### src/rtl/pll_reset_pkg.sv
// rtl/pll_reset_pkg.sv - shared types, constants and helpers for the PLL reset sequencer
package pll_reset_pkg;

   typedef enum logic [1:0] {
      WAIT_LOCK = 2'd0,
      STABLE    = 2'd1,
      HOLD      = 2'd2,
      RUN       = 2'd3
   } seq_state_t;

   localparam int LOSS_CNT_W = 8;

   // Bits needed for a counter that runs 0 .. max(a,b)-1; never narrower than one bit.
   function automatic int cnt_width(input int a, input int b);
      int m;
      m = (a > b) ? a : b;
      return (m < 2) ? 1 : $clog2(m);
   endfunction

endpackage

### src/rtl/pll_reset_sequencer_lock_sync.sv
// rtl/pll_reset_sequencer_lock_sync.sv - multi-flop synchroniser bringing the PLL lock flag into the clock domain
module lock_sync #(
   parameter int STAGES = 2
) (
   input  logic clock,
   input  logic reset,
   input  logic din,
   output logic dout
);

   logic [STAGES-1:0] chain;

   // Shift the asynchronous input through the chain; cleared to 0 on reset.
   always_ff @(posedge clock or posedge reset) begin
      if (reset) begin
         chain <= '0;
      end else begin
         chain <= {chain[STAGES-2:0], din};
      end
   end

   assign dout = chain[STAGES-1];

endmodule

### src/rtl/pll_reset_sequencer.sv
// rtl/pll_reset_sequencer.sv - qualifies PLL lock and sequences downstream reset release (macro PLL_RESET_SEQ_LOSS_COUNTER_EN enables the lock-loss counter)
module pll_reset_sequencer
   import pll_reset_pkg::*;
#(
   parameter int SYNC_STAGES        = 2,
   parameter int LOCK_STABLE_CYCLES = 1024,
   parameter int RESET_HOLD_CYCLES  = 16
) (
   input  logic                  clock,
   input  logic                  reset,
   input  logic                  locked,
   output logic                  reset_out,
   output logic                  ready,
   output logic [LOSS_CNT_W-1:0] lock_lost_count
);

   localparam int CNT_W = cnt_width(LOCK_STABLE_CYCLES, RESET_HOLD_CYCLES);
   localparam logic [CNT_W-1:0] STABLE_LAST = CNT_W'(LOCK_STABLE_CYCLES - 1);
   localparam logic [CNT_W-1:0] HOLD_LAST   = CNT_W'(RESET_HOLD_CYCLES - 1);

   logic       locked_s;
   seq_state_t state;
   logic [CNT_W-1:0] cnt;

   lock_sync #(
      .STAGES(SYNC_STAGES)
   ) u_lock_sync (
      .clock(clock),
      .reset(reset),
      .din  (locked),
      .dout (locked_s)
   );

   // Lock qualification FSM; reset_out/ready are loaded with the value implied by the state being entered.
   always_ff @(posedge clock or posedge reset) begin
      if (reset) begin
         state     <= WAIT_LOCK;
         cnt       <= '0;
         reset_out <= 1'b1;
         ready     <= 1'b0;
      end else begin
         case (state)
            WAIT_LOCK: begin
               if (locked_s) begin
                  state <= STABLE;
                  cnt   <= '0;
               end
            end
            STABLE: begin
               if (!locked_s) begin
                  state <= WAIT_LOCK;
               end else if (cnt == STABLE_LAST) begin
                  state <= HOLD;
                  cnt   <= '0;
               end else begin
                  cnt <= cnt + 1'b1;
               end
            end
            HOLD: begin
               if (!locked_s) begin
                  state <= WAIT_LOCK;
               end else if (cnt == HOLD_LAST) begin
                  state     <= RUN;
                  reset_out <= 1'b0;
                  ready     <= 1'b1;
               end else begin
                  cnt <= cnt + 1'b1;
               end
            end
            RUN: begin
               if (!locked_s) begin
                  state     <= WAIT_LOCK;
                  reset_out <= 1'b1;
                  ready     <= 1'b0;
               end
            end
         endcase
      end
   end

`ifdef PLL_RESET_SEQ_LOSS_COUNTER_EN
   logic [LOSS_CNT_W-1:0] loss_q;

   // Count lock drops seen while running, saturating at all-ones.
   always_ff @(posedge clock or posedge reset) begin
      if (reset) begin
         loss_q <= '0;
      end else if ((state == RUN) && !locked_s && (loss_q != '1)) begin
         loss_q <= loss_q + 1'b1;
      end
   end

   assign lock_lost_count = loss_q;
`else
   assign lock_lost_count = '0;
`endif

endmodule

### config.mk
export PLATFORM = sky130hd
export DESIGN_NAME = pll_reset_sequencer
export DESIGN_NICKNAME = d
export VERILOG_FILES = /design/src/rtl/pll_reset_pkg.sv /design/src/rtl/pll_reset_sequencer_lock_sync.sv /design/src/rtl/pll_reset_sequencer.sv
export SDC_FILE = /design/constraint.sdc
export NUM_CORES = 1
export LEC_CHECK = 0
export BUFFER_PORTS_ARGS = -buffer_cell sky130_fd_sc_hd__buf_2
export CORE_ASPECT_RATIO = 1.4
export CORE_MARGIN = 5
export CORE_UTILIZATION = 54
export DETAILED_ROUTE_END_ITERATION = 10
export PLACE_DENSITY = 0.75
export SYNTH_ARGS = -nofsm -noshare
export SYNTH_HDL_FRONTEND = slang
export SYNTH_SLANG_ARGS = --single-unit
### constraint.sdc
create_clock -name clock -period 2.6 [get_ports clock]
set_clock_uncertainty 0.15 [all_clocks]
set_input_delay 0.39 -clock clock [delete_from_list [all_inputs] [get_ports clock]]
set_output_delay 0.39 -clock clock [all_outputs]
set_load 0.005 [all_outputs]
# Yosys cells after proc, flatten, opt, wreduce, memory -nomap -nowiden
# Cells that the tools add are included.
# word_totals
ff_bits	16
in_bits	3
output_inout_bits	10
wordCells	46
# classes
n_addsub	1
n_eq_ne	13
n_mux	21
reduce_logical	6
# op_table
op	n
$mux W10	5
$pmux W10 S3	1
$mux W2	6
$add A10 B1 Y10 const B	1
$eq A10 B10 Y1 const B	1
$eq A10 B4 Y1 const B	1
$pmux W2 S4	1
$reduce_and A4 Y1	2
$mux W1	6
$ne A2 B1 Y1 const B	3
$ne A2 B2 Y1 const B	3
$ne A3 B3 Y1 const B	2
$reduce_and A5 Y1	1
$eq A2 B2 Y1 const B	2
$pmux W1 S2	2
$reduce_bool A3 Y1	1
$eq A2 B1 Y1 const B	1
$logic_not A2 Y1	1
$reduce_bool A2 Y1	1

# Logic depth before layout (Yosys ltp)
# Gate-level depths: netlist (run 1).
# depth
word_depth	4
ltp_mapped	7
depth_no_buf	6

# Modules after synthesis
# Synthesis (run 1) repeated with hierarchy kept, for this count alone.
# hier_totals
hier_cells	114
hier_area_um2	1134.8
# by_module_without_submodules
mod	instances	cells_each	area_per_inst_um2	seq_area_each_um2
pll_reset_sequencer	1	111	1081.0	351.6
lock_sync	1	3	53.8	50.0

# Worst setup path before layout (run 1)
# No wires, ideal clock.
# synth_path
kind	reg-to-reg
startpoint	register state[0]
endpoint	register cnt[5]
setup_ns	0.126
arrival_time_ns	1.750
t_required_ns	2.324
slack_ns	0.574
path_stages_with_launch	8
n_path_buf	1
period_less_slack_ns	2.026
path_cell_list	dfrtp_1 -> inv_1 -> ha_1 -> buf_2 -> nand3b_1 -> o31ai_1 -> nor3_2 -> a221o_1
# synth_between
elab_chain_cells	3
word_cells_on_any_way	10
classes_between	6 x eq/ne; 1 x mux; 3 x reduce/logical
# synth_lines
item	line_no	text
start, declared	pll_reset_sequencer.sv:22	seq_state_t state;
start signal, assigned	pll_reset_sequencer.sv:37	state <= WAIT_LOCK;
start signal, assigned	pll_reset_sequencer.sv:45	state <= STABLE;
start signal, assigned	pll_reset_sequencer.sv:51	state <= WAIT_LOCK;
$eq A2 B1 Y1, or another cell as far along	pll_reset_sequencer.sv:42	case (state)
$ne A2 B1 Y1 (no line), or another cell as far along	--	
$reduce_and A5 Y1 (no line)	--	
end signal, assigned	pll_reset_sequencer.sv:56	cnt <= cnt + 1'b1;
end signal, assigned	pll_reset_sequencer.sv:67	cnt <= cnt + 1'b1;
end, declared	pll_reset_sequencer.sv:23	logic [CNT_W-1:0] cnt;
# Parallel ways exist; a longest one is shown, timed or not.
# A chain may end at the register's enable or synchronous reset.

# Worst setup path in the final report (run 1)
# layout_path
startpoint	register state[0]
endpoint	register cnt[6]
# Same word-level chain as after synthesis.

==> results of run 1 <==
layer usage:
layer / track usage [%] / wire length (um) / vias to the layer above / part of all wire [%]
li1: - / - / 403 / -
met1: 18.8 / 802 / 392 / 40
met2: 25.2 / 1070 / 23 / 53
met3: 2.31 / 99 / 7 / 4.9
met4: 6.73 / 43 / 0 / 2.1
met5: 0 / 0 / - / 0
flip-flops by register name (all words and copies together) (netlist names):
| name | cells |
|---|---|
| reset_out | 1 |
| u_lock_sync.chain | 2 |
| ready | 1 |
| state | 2 |
| cnt | 10 |
power groups by stage:
| stage | sequential, mW | clock, mW | combinational (mW) |
|---|---|---|---|
| floorplan | 0.307 | 0 | 0.258 |
| global placement | 0.311 | 0 | 0.292 |
| detailed placement | 0.314 | 0 | 0.294 |
| CTS | 0.309 | 0.172 | 0.296 |
| global route | 0.313 | 0.185 | 0.333 |
| finish | 0.309 | 0.172 | 0.296 |
cells in the final DEF (no fill, tap or decap), types with 2 or more instances in the layout:
cell,instances
sky130_fd_sc_hd__nor2_1,12
sky130_fd_sc_hd__nor3_1,6
sky130_fd_sc_hd__o211a_1,2
sky130_fd_sc_hd__inv_1,5
sky130_fd_sc_hd__nand3_1,3
sky130_fd_sc_hd__clkbuf_4,3
sky130_fd_sc_hd__nor2b_1,2
sky130_fd_sc_hd__nand4_1,2
sky130_fd_sc_hd__dfrtp_1,15
sky130_fd_sc_hd__mux2_2,2
sky130_fd_sc_hd__a221o_1,6
sky130_fd_sc_hd__a31oi_1,2
sky130_fd_sc_hd__o21ai_0,4
sky130_fd_sc_hd__and3_1,3
sky130_fd_sc_hd__buf_2,4
sky130_fd_sc_hd__ha_1,6
sky130_fd_sc_hd__nand2_1,3
sky130_fd_sc_hd__conb_1,8
sky130_fd_sc_hd__a21oi_1,3
logic make-up after synthesis:
kind of cell,synth area share [%]
compound gates,19.5
fa+ha+maj,7.01
buf+inv,10.9
flops,37.5
mux,3.04
other cells,0.350
simple gates,21.7
layout make-up:
type | instances | area share, %
Inverter | 5 | 1.73
Clock buffer | 4 | 3.35
Tap cell | 21 | 2.43
Multi-Input combinational cell | 85 | 53.5
Sequential cell | 16 | 37.1
Timing Repair Buffer | 4 | 1.85
how the worst max path moves through the flow:
stage | cells after the start | endpoint | start
CTS | 6 | cnt[3] | state[0]
floorplan | 7 | cnt[5] | state[0]
global route | 6 | cnt[5] | state[0]
finish | 6 | cnt[6] | state[0]
detailed placement | 6 | cnt[6] | state[0]
global placement | 6 | cnt[9] | state[0]
stage by stage:
stage | cells | hold slack [ps]
global route | 135 | 30.2
global placement | 131 | 186
floorplan | 119 | 153
CTS | 135 | 27.5
detailed placement | 131 | 193
finish | 135 | -9.88
critical path, delay by kind of cell, from the launching register on:
| kind | cells | cell delay, ps |
|---|---|---|
| flops | 1 | 420 |
| fa+ha+maj | 1 | 390 |
| buf+inv | 1 | 130 |
| simple gates | 2 | 490 |
| compound gates | 2 | 670 |
==> qor.tcl, run 1 <==
set qor(r2r-start) {state[0]}
set qor(worstHoldPathType) {in -> async}
set qor(root_buffer) {sky130_fd_sc_hd__clkbuf_4}
set qor(cts_tree) {yes}
set qor(clkSinkCount) 16
set qor(syn_area_um2) 1070
set qor(power.static_leakage_nw) 0.537
set qor(via_count_of_the_first_global_routing_pass) 768
set qor(min_period_over_period_pct) 90.5
set qor(setup_violators_final) 0
set qor(final_weighted_congestion_in_routability_driven_placement) 0.814
set qor(final_util_pct) 56.2
set qor(global_route.overflow_total) 0
set qor(number_of_antenna_violations_at_the_first_check_in_global_routing) 0
set qor(worstSetupPathType) {reg -> reg}
set qor(drc_errors) 0
set qor(comb_power_share_pct) 38.1
set qor(multiInputGateArea_um2) 579
set qor(sequentialPowerShare_pct) 39.8
set qor(synth_edf_count) 0
set qor(power_density_nw_per_um2) 718
set qor(post_synth_main_area_contributors) {sky130_fd_sc_hd__dfrtp_1 35%, sky130_fd_sc_hd__ha_1 7.0%, sky130_fd_sc_hd__a221o_1 5.6%}
set qor(fp.coreArea_um2) 1930
set qor(number_of_vias_after_detailed_routing) 825
set qor(critPathSlowestCell) {sky130_fd_sc_hd__dfrtp_1}
set qor(cts.path.max_buffers) 2
set qor(diodes) 0
set qor(synth_most_common_cell) {sky130_fd_sc_hd__dfrtp_1}
set qor(regToRegSetupSlack_ps) 250
set qor(final_net_count) 124
set qor(number_of_buffers_inserted_by_post_cts_setup_repair) 0
set qor(dpl_worst_slack_ps) 262
set qor(floorplan.die.width_um) 47.6
set qor(period_needed_ps) 2350
set qor(fp.dieH_um) 62.7
set qor(drt_first_iter_violations) 31
set qor(setup_slack_ps) 247
set qor(routed_wirelength_mm) 2.02
set qor(hold_buffers) 0
set qor(synth.lib_cells_used.distinct) 43
set qor(worstMarginPinSlew_ps) 613
set qor(htree_num_levels) 1
set qor(ys_ff_latch) 16
set qor(clk_transition_reported_paths_ps) 100
set qor(dieArea_um2) 2990
set qor(power.ir.vdd_worst_mv) 0.394
set qor(synth_area_leader_cell) {sky130_fd_sc_hd__dfrtp_1}
set qor(syn_avg_cell_area_um2) 9.56
set qor(power.clock.fraction_pct) 22.1
set qor(p_sw_share_pct) 36.9
set qor(ff_latch_area_um2) 402
set qor(total_global_routing_track_utilization_pct) 15.3
set qor(violations) {hold timing}
set qor(cts_buffers) 3
set qor(worst_ep_arrival_time_ps) 2390
set qor(area_growth_pct) 1.05
set qor(post_cts_resize_count) 0
set qor(cp_max_fo) 12
set qor(endpoint_kind_of_the_worst_setup_timing_path) {flop}
set qor(post_drt_wl_per_cell_um) 14.9
set qor(port_buffers) 4
set qor(postSynth.topFlopCell) {sky130_fd_sc_hd__dfrtp_1}
set qor(ys_async_sr_fraction_pct) 100
set qor(synth.yosys.seq_area_share_pct) 37.5
set qor(total_switching_power_mw) 0.287
set qor(drv.max_cap_violation_count) 0
set qor(worst_r2r_path_depth) 6
set qor(achievable-frequency_mhz) 425
set qor(drive_gt1_share_pct) 15.8
set qor(crit_path_cell_trace) {inv_1 > ha_1 > nor3_1 > a41o_1 > or2_0 > a221o_1}
set qor(report.final.slew_viol_count) 0
set qor(synth_commonest_cells) {15 x sky130_fd_sc_hd__dfrtp_1, 12 x sky130_fd_sc_hd__nor2_1, 8 x sky130_fd_sc_hd__buf_4}
set qor(synth_warnings) 0
set qor(grt_first_pass_wirelength_mm) 3.42
set qor(final.fill_count) 172
set qor(firstDrtPassIters) 4
set qor(critical_path_required_ps) 2640
set qor(internal_pwr_total_mw) 0.491
set qor(hold_slack_ps) -9.88
set qor(post-dp-hpwl_mm) 1.52
set qor(timing.slew.headroom_pct) 59.1
set qor(ant_nets) 0
set qor(viasPerCell) 6.11
set qor(post-route-cell-area_um2) 1080
set qor(p_total_mw) 0.777
set qor(io-pin-count) 13
set qor(dpl_cell_area_um2) 1050
set qor(yosys.area.top_type_share_pct) 35.0
set qor(hold_violations) 15
set qor(setup_repair_after_global_routing_missed_its_margin) {no}
set qor(syn_inst) 112
set qor(startpoint_type) {flop}
set qor(clk-insertion-delay-late_ps) 300
set qor(grt_start_max_net_pins) 17
set qor(crit-reg2reg-capture) {cnt[6]}
set qor(totalNegativeSetupSlack_ps) 0
set qor(status) {complete, but fails checks}
set qor(initial_utilization_pct) 55.6
set qor(critPathMaxStageDelay_ps) 420
set qor(rows) 19
Note: power is estimated with default switching activity, not from simulation.
==> run 2: changes to the inputs <==
CORE_UTILIZATION = 45   (was 54)
PLACE_DENSITY = default   (was 0.75)
==> qor.tcl, run 2 (synthesized netlist as in run 1, its figures left out) <==
set qor(status) {finished clean}
set qor(cp_max_fo) 9 ;# -3
set qor(power.ir.vdd_worst_mv) 0.302 ;# -23%
set qor(drc_errors) 0 ;# unchanged
set qor(final_common_cell) {sky130_fd_sc_hd__dfrtp_1}
set qor(firstDrtPassIters) 4 ;# unchanged
set qor(post-dp-hpwl_mm) 1.67 ;# +9.8%
set qor(clkSinkCount) 16 ;# unchanged
set qor(fp.dieH_um) 67.7 ;# +8.0%
set qor(regToRegSetupSlack_ps) 370 ;# +130 ps
set qor(startpoint_type) {flop}
set qor(initial_utilization_pct) 45.8 ;# -9.8 points
set qor(final_cell_count_no_fill) 139 ;# +3.0%
set qor(worst_ep_arrival_time_ps) 2260 ;# -130 ps
set qor(p_total_mw) 0.802 ;# +3.2%
set qor(io-pin-count) 13 ;# unchanged
set qor(final_util_pct) 47.0 ;# -9.2 points
set qor(grt_start_max_net_pins) 17 ;# unchanged
set qor(final.fill_count) 233 ;# +35%
set qor(number_of_vias_after_detailed_routing) 861 ;# +4.4%
set qor(clk-insertion-delay-late_ps) 290 ;# about the same
set qor(diodes) 0 ;# unchanged
set qor(critical_path_required_ps) 2630 ;# about the same
set qor(viasPerCell) 6.19 ;# +1.4%
set qor(rows) 21 ;# +2
set qor(power_density_nw_per_um2) 729 ;# +1.6%
set qor(floorplan.die.width_um) 51.2 ;# +7.5%
set qor(registers.top_by_ff_count) {cnt}
set qor(fp.coreArea_um2) 2340 ;# +21%
set qor(dpl_cell_area_um2) 1060 ;# +1.7%
set qor(comb_power_share_pct) 39.9 ;# +1.8 points
set qor(power.clock.fraction_pct) 21.4 ;# -0.7 points
set qor(ant_nets) 0 ;# unchanged
set qor(cts_tree) {yes}
set qor(global_route.overflow_total) 0 ;# unchanged
set qor(post-place-cells) 135 ;# +3.1%
set qor(achievable-frequency_mhz) 449 ;# +5.7%
set qor(hold_buffers) 0 ;# unchanged
set qor(setup_repair_after_global_routing_missed_its_margin) {no}
set qor(setup_violators_final) 0 ;# unchanged
set qor(final_weighted_congestion_in_routability_driven_placement) 0.756 ;# -7.2%
set qor(total_global_routing_track_utilization_pct) 14.9 ;# -0.40 points
set qor(number_of_buffers_inserted_by_post_cts_setup_repair) 0 ;# unchanged
set qor(total_switching_power_mw) 0.299 ;# +4.2%
set qor(crit-reg2reg-capture) {cnt[3]}
set qor(post_drt_wl_per_cell_um) 16.5 ;# +10%
set qor(commonest_cells_after_routing_fill_and_taps_aside) {15 x sky130_fd_sc_hd__dfrtp_1, 12 x sky130_fd_sc_hd__nor2_1, 8 x sky130_fd_sc_hd__conb_1}
set qor(largest_register_ffs) 10 ;# unchanged
set qor(dieArea_um2) 3470 ;# +16%
set qor(drt_first_iter_violations) 11 ;# -65%
set qor(hold_violations) 0 ;# -15
set qor(clk_transition_reported_paths_ps) 110 ;# about the same
set qor(cts.path.max_buffers) 2 ;# unchanged
set qor(post_cts_resize_count) 0 ;# unchanged
set qor(timing.slew.headroom_pct) 57.4 ;# -1.7 points
set qor(htree_num_levels) 1 ;# unchanged
set qor(min_period_over_period_pct) 85.6 ;# -4.9 points
set qor(worst_r2r_path_depth) 6 ;# unchanged
set qor(period_needed_ps) 2230 ;# -128 ps
set qor(drv.max_cap_violation_count) 0 ;# unchanged
set qor(grt_first_pass_wirelength_mm) 3.86 ;# +13%
set qor(sequentialPowerShare_pct) 38.6 ;# -1.2 points
set qor(final_net_count) 126 ;# +1.6%
set qor(drive_gt1_share_pct) 17.2 ;# +1.5 points
set qor(routed_wirelength_mm) 2.29 ;# +13%
set qor(totalNegativeSetupSlack_ps) 0 ;# unchanged
set qor(p_sw_share_pct) 37.2 ;# +0.35 points
set qor(root_buffer) {sky130_fd_sc_hd__clkbuf_4}
set qor(post-route-cell-area_um2) 1100 ;# +1.6%
set qor(internal_pwr_total_mw) 0.504 ;# +2.6%
set qor(report.final.slew_viol_count) 0 ;# unchanged
set qor(largest_registers) {cnt (10), state (2), u_lock_sync.chain (2)}
set qor(via_count_of_the_first_global_routing_pass) 846 ;# +10%
set qor(r2r-start) {state[1]}
set qor(port_buffers) 4 ;# unchanged
set qor(number_of_antenna_violations_at_the_first_check_in_global_routing) 0 ;# unchanged
set qor(worstMarginPinSlew_ps) 639 ;# +25.5 ps
set qor(endpoint_kind_of_the_worst_setup_timing_path) {flop}
set qor(cts_buffers) 3 ;# unchanged
set qor(worstSetupPathType) {reg -> reg}
set qor(worstHoldPathType) {in -> async}
set qor(area_growth_pct) 2.69
set qor(power.static_leakage_nw) 0.546 ;# +1.8%
run 2: cell types whose count changed in the layout (fill, tap and decap cells not counted):
cell	change
sky130_fd_sc_hd__buf_4	+2
run 2: critical path, cell delays in order (launching register included):
cell and delay [ps]:
sky130_fd_sc_hd__dfrtp_1 430, sky130_fd_sc_hd__inv_1 130, sky130_fd_sc_hd__ha_1 260, sky130_fd_sc_hd__nor3_1 90, sky130_fd_sc_hd__a41o_1 250, sky130_fd_sc_hd__or2_0 390
sky130_fd_sc_hd__a221o_1 420
run 2: final cells by class:
| type | count | area [um^2] | area share [%] |
|---|---|---|---|
| inverters | 5 | 18.8 | 1.71 |
| repair buffers | 6 | 35.0 | 3.19 |
| clock buffers | 4 | 36.3 | 3.30 |
| well taps | 23 | 28.8 | 2.62 |
| flip-flops and latches | 16 | 402 | 36.5 |
| multi-input cells | 85 | 579 | 52.7 |
run 2: layer usage:
| metal | vias to the layer above | track usage (%) | share of wire, % |
|---|---|---|---|
| li1 | 406 | - | - |
| met1 | 423 | 16.8 | 39 |
| met2 | 26 | 25.6 | 55 |
| met3 | 6 | 2.43 | 3.2 |
| met4 | 0 | 10.2 | 2.4 |
| met5 | - | 0 | 0 |
run 2: metrics by stage:
stage | hold slack (ps) | worst slack (ps)
2_1_floorplan | 153 | 574
3_3_place_gp | 186 | 407
3_5_place_dp | 192 | 405
4_1_cts | 29.7 | 383
5_1_grt | 48.3 | 247
6_report | 9.91 | 374
run 2: worst max path at each step:
stage | startpoint | end | slack (ps) | cells past startpoint
after floorplan | state[0] | cnt[5] | 570 | 7
after detailed placement | state[1] | cnt[9] | 400 | 6
final | state[1] | cnt[3] | 370 | 6
after global routing | state[0] | cnt[1] | 250 | 7
after global placement | state[0] | cnt[9] | 410 | 6
after CTS | state[1] | cnt[9] | 380 | 6
run 2: power groups by stage:
| stage | Sequential, mW | Clock (mW) | Combinational [mW] |
|---|---|---|---|
| final | 0.310 | 0.172 | 0.320 |
| after global routing | 0.316 | 0.187 | 0.354 |
| after CTS | 0.311 | 0.176 | 0.321 |
| after detailed placement | 0.316 | 0 | 0.317 |
| after global placement | 0.312 | 0 | 0.312 |
| after floorplan | 0.307 | 0 | 0.258 |
==> run 3: changes to the inputs <==
MAX_ROUTING_LAYER = met4   (was default)
==> qor.tcl, run 3 (synthesized netlist as in run 1, its figures left out) <==
set qor(status) {finished clean}
set qor(diodes) 0 ;# unchanged
set qor(clkSinkCount) 16 ;# unchanged
set qor(initial_utilization_pct) 45.8 ;# unchanged
set qor(cts.path.max_buffers) 2 ;# unchanged
set qor(report.final.slew_viol_count) 0 ;# unchanged
set qor(final_util_pct) 47.0 ;# unchanged
set qor(achievable-frequency_mhz) 449 ;# about the same
set qor(routed_wirelength_mm) 2.28 ;# -0.31%
set qor(final_cell_count_no_fill) 139 ;# unchanged
set qor(dpl_cell_area_um2) 1060 ;# unchanged
set qor(final_common_cell) {sky130_fd_sc_hd__dfrtp_1}
set qor(number_of_buffers_inserted_by_post_cts_setup_repair) 0 ;# unchanged
set qor(dpl_worst_slack_ps) 405 ;# unchanged
set qor(endpoint_kind_of_the_worst_setup_timing_path) {flop}
set qor(drt_first_iter_violations) 11 ;# unchanged
set qor(fp.dieH_um) 67.7 ;# unchanged
set qor(root_buffer) {sky130_fd_sc_hd__clkbuf_4}
set qor(post-place-cells) 135 ;# unchanged
set qor(largest_registers) {cnt (10), state (2), u_lock_sync.chain (2)}
set qor(startpoint_type) {flop}
set qor(drc_errors) 0 ;# unchanged
set qor(post-route-cell-area_um2) 1100 ;# unchanged
set qor(total_global_routing_track_utilization_pct) 15.4 ;# +0.42 points
set qor(worstSetupPathType) {reg -> reg}
set qor(hold_buffers) 0 ;# unchanged
set qor(firstDrtPassIters) 4 ;# unchanged
set qor(cts_tree) {yes}
set qor(global_route.overflow_total) 0 ;# unchanged
set qor(largest_register_ffs) 10 ;# unchanged
set qor(htree_num_levels) 1 ;# unchanged
set qor(io-pin-count) 13 ;# unchanged
set qor(power.ir.vdd_worst_mv) 0.302 ;# about the same
set qor(fp.coreArea_um2) 2340 ;# unchanged
set qor(area_growth_pct) 2.69 ;# unchanged
set qor(number_of_antenna_violations_at_the_first_check_in_global_routing) 0 ;# unchanged
set qor(drive_gt1_share_pct) 17.2 ;# unchanged
set qor(hold_slack_ps) 10.2 ;# +0.322 ps
set qor(port_buffers) 4 ;# unchanged
set qor(regToRegSetupSlack_ps) 370 ;# about the same
set qor(setup_violators_final) 0 ;# unchanged
set qor(timing.slew.headroom_pct) 57.3 ;# about the same
set qor(grt_start_max_net_pins) 17 ;# unchanged
set qor(post-dp-hpwl_mm) 1.67 ;# unchanged
set qor(p_total_mw) 0.802 ;# about the same
set qor(final_net_count) 126 ;# unchanged
set qor(totalNegativeSetupSlack_ps) 0 ;# unchanged
set qor(min_period_over_period_pct) 85.6 ;# about the same
set qor(number_of_vias_after_detailed_routing) 861 ;# unchanged
set qor(power_density_nw_per_um2) 729 ;# about the same
set qor(via_count_of_the_first_global_routing_pass) 846 ;# unchanged
set qor(grt_first_pass_wirelength_mm) 3.86 ;# unchanged
set qor(rows) 21 ;# unchanged
set qor(cp_max_fo) 9 ;# unchanged
set qor(worstMarginPinSlew_ps) 639 ;# +0.712 ps
set qor(final.fill_count) 233 ;# unchanged
set qor(final_weighted_congestion_in_routability_driven_placement) 0.766 ;# +1.3%
set qor(dieArea_um2) 3470 ;# unchanged
set qor(worst_ep_arrival_time_ps) 2260 ;# about the same
set qor(power.static_leakage_nw) 0.546 ;# unchanged
set qor(post_cts_resize_count) 0 ;# unchanged
set qor(clk-insertion-delay-late_ps) 290 ;# about the same
set qor(floorplan.die.width_um) 51.2 ;# unchanged
set qor(post_drt_wl_per_cell_um) 16.4 ;# -0.31%
set qor(drv.max_cap_violation_count) 0 ;# unchanged
set qor(cts_buffers) 3 ;# unchanged
set qor(registers.top_by_ff_count) {cnt}
set qor(setup_repair_after_global_routing_missed_its_margin) {no}
set qor(setup_slack_ps) 375 ;# +0.121 ps
set qor(commonest_cells_after_routing_fill_and_taps_aside) {15 x sky130_fd_sc_hd__dfrtp_1, 12 x sky130_fd_sc_hd__nor2_1, 8 x sky130_fd_sc_hd__conb_1}
set qor(worstHoldPathType) {in -> async}
set qor(period_needed_ps) 2230 ;# -0.121 ps
set qor(clk_transition_reported_paths_ps) 110 ;# about the same
set qor(critical_path_required_ps) 2630 ;# about the same
set qor(ant_nets) 0 ;# unchanged
set qor(hold_violations) 0 ;# unchanged
set qor(viasPerCell) 6.19 ;# unchanged
[run 3: cell counts in the layout (fill, tap and decap cells not counted)]
No cell type changed its count.
[run 3: worst paths after layout]
kind	end	start	cells after the start
max in group asynchronous	cnt[0]	reset	2
min in group clock	u_lock_sync.chain[0]	locked	1
hold / removal	cnt[4]	reset	2
setup reg to reg	cnt[3]	state[1]	6
setup / recovery	cnt[3]	state[1]	6
hold reg to reg	u_lock_sync.chain[1]	u_lock_sync.chain[0]	0
[run 3: layout make-up]
class	instances	area, um^2	share of cell area, %
clock buffers	4	36.3	3.30
inverters	5	18.8	1.71
multi-input cells	85	579	52.7
flip-flops and latches	16	402	36.5
well taps	23	28.8	2.62
repair buffers	6	35.0	3.19
[run 3: power breakdown]
part / switching, mW / internal, mW
Sequential: 0.0277 / 0.282
Combinational: 0.184 / 0.136
Clock: 0.0866 / 0.0853
[run 3: metal layers]
metal | vias to the layer above | routed length [um] | global-route usage [%]
met5 | - | 0 | -
met4 | 0 | 53 | 10.2
met3 | 6 | 71 | 2.43
met2 | 26 | 1270 | 25.6
met1 | 423 | 886 | 16.8
li1 | 406 | - | -
[run 3: critical path, cell delays in order (launching register included)]
cell                      delay, ps
sky130_fd_sc_hd__dfrtp_1        430
sky130_fd_sc_hd__inv_1          130
sky130_fd_sc_hd__ha_1           260
sky130_fd_sc_hd__nor3_1          90
sky130_fd_sc_hd__a41o_1         250
sky130_fd_sc_hd__or2_0          390
sky130_fd_sc_hd__a221o_1        420
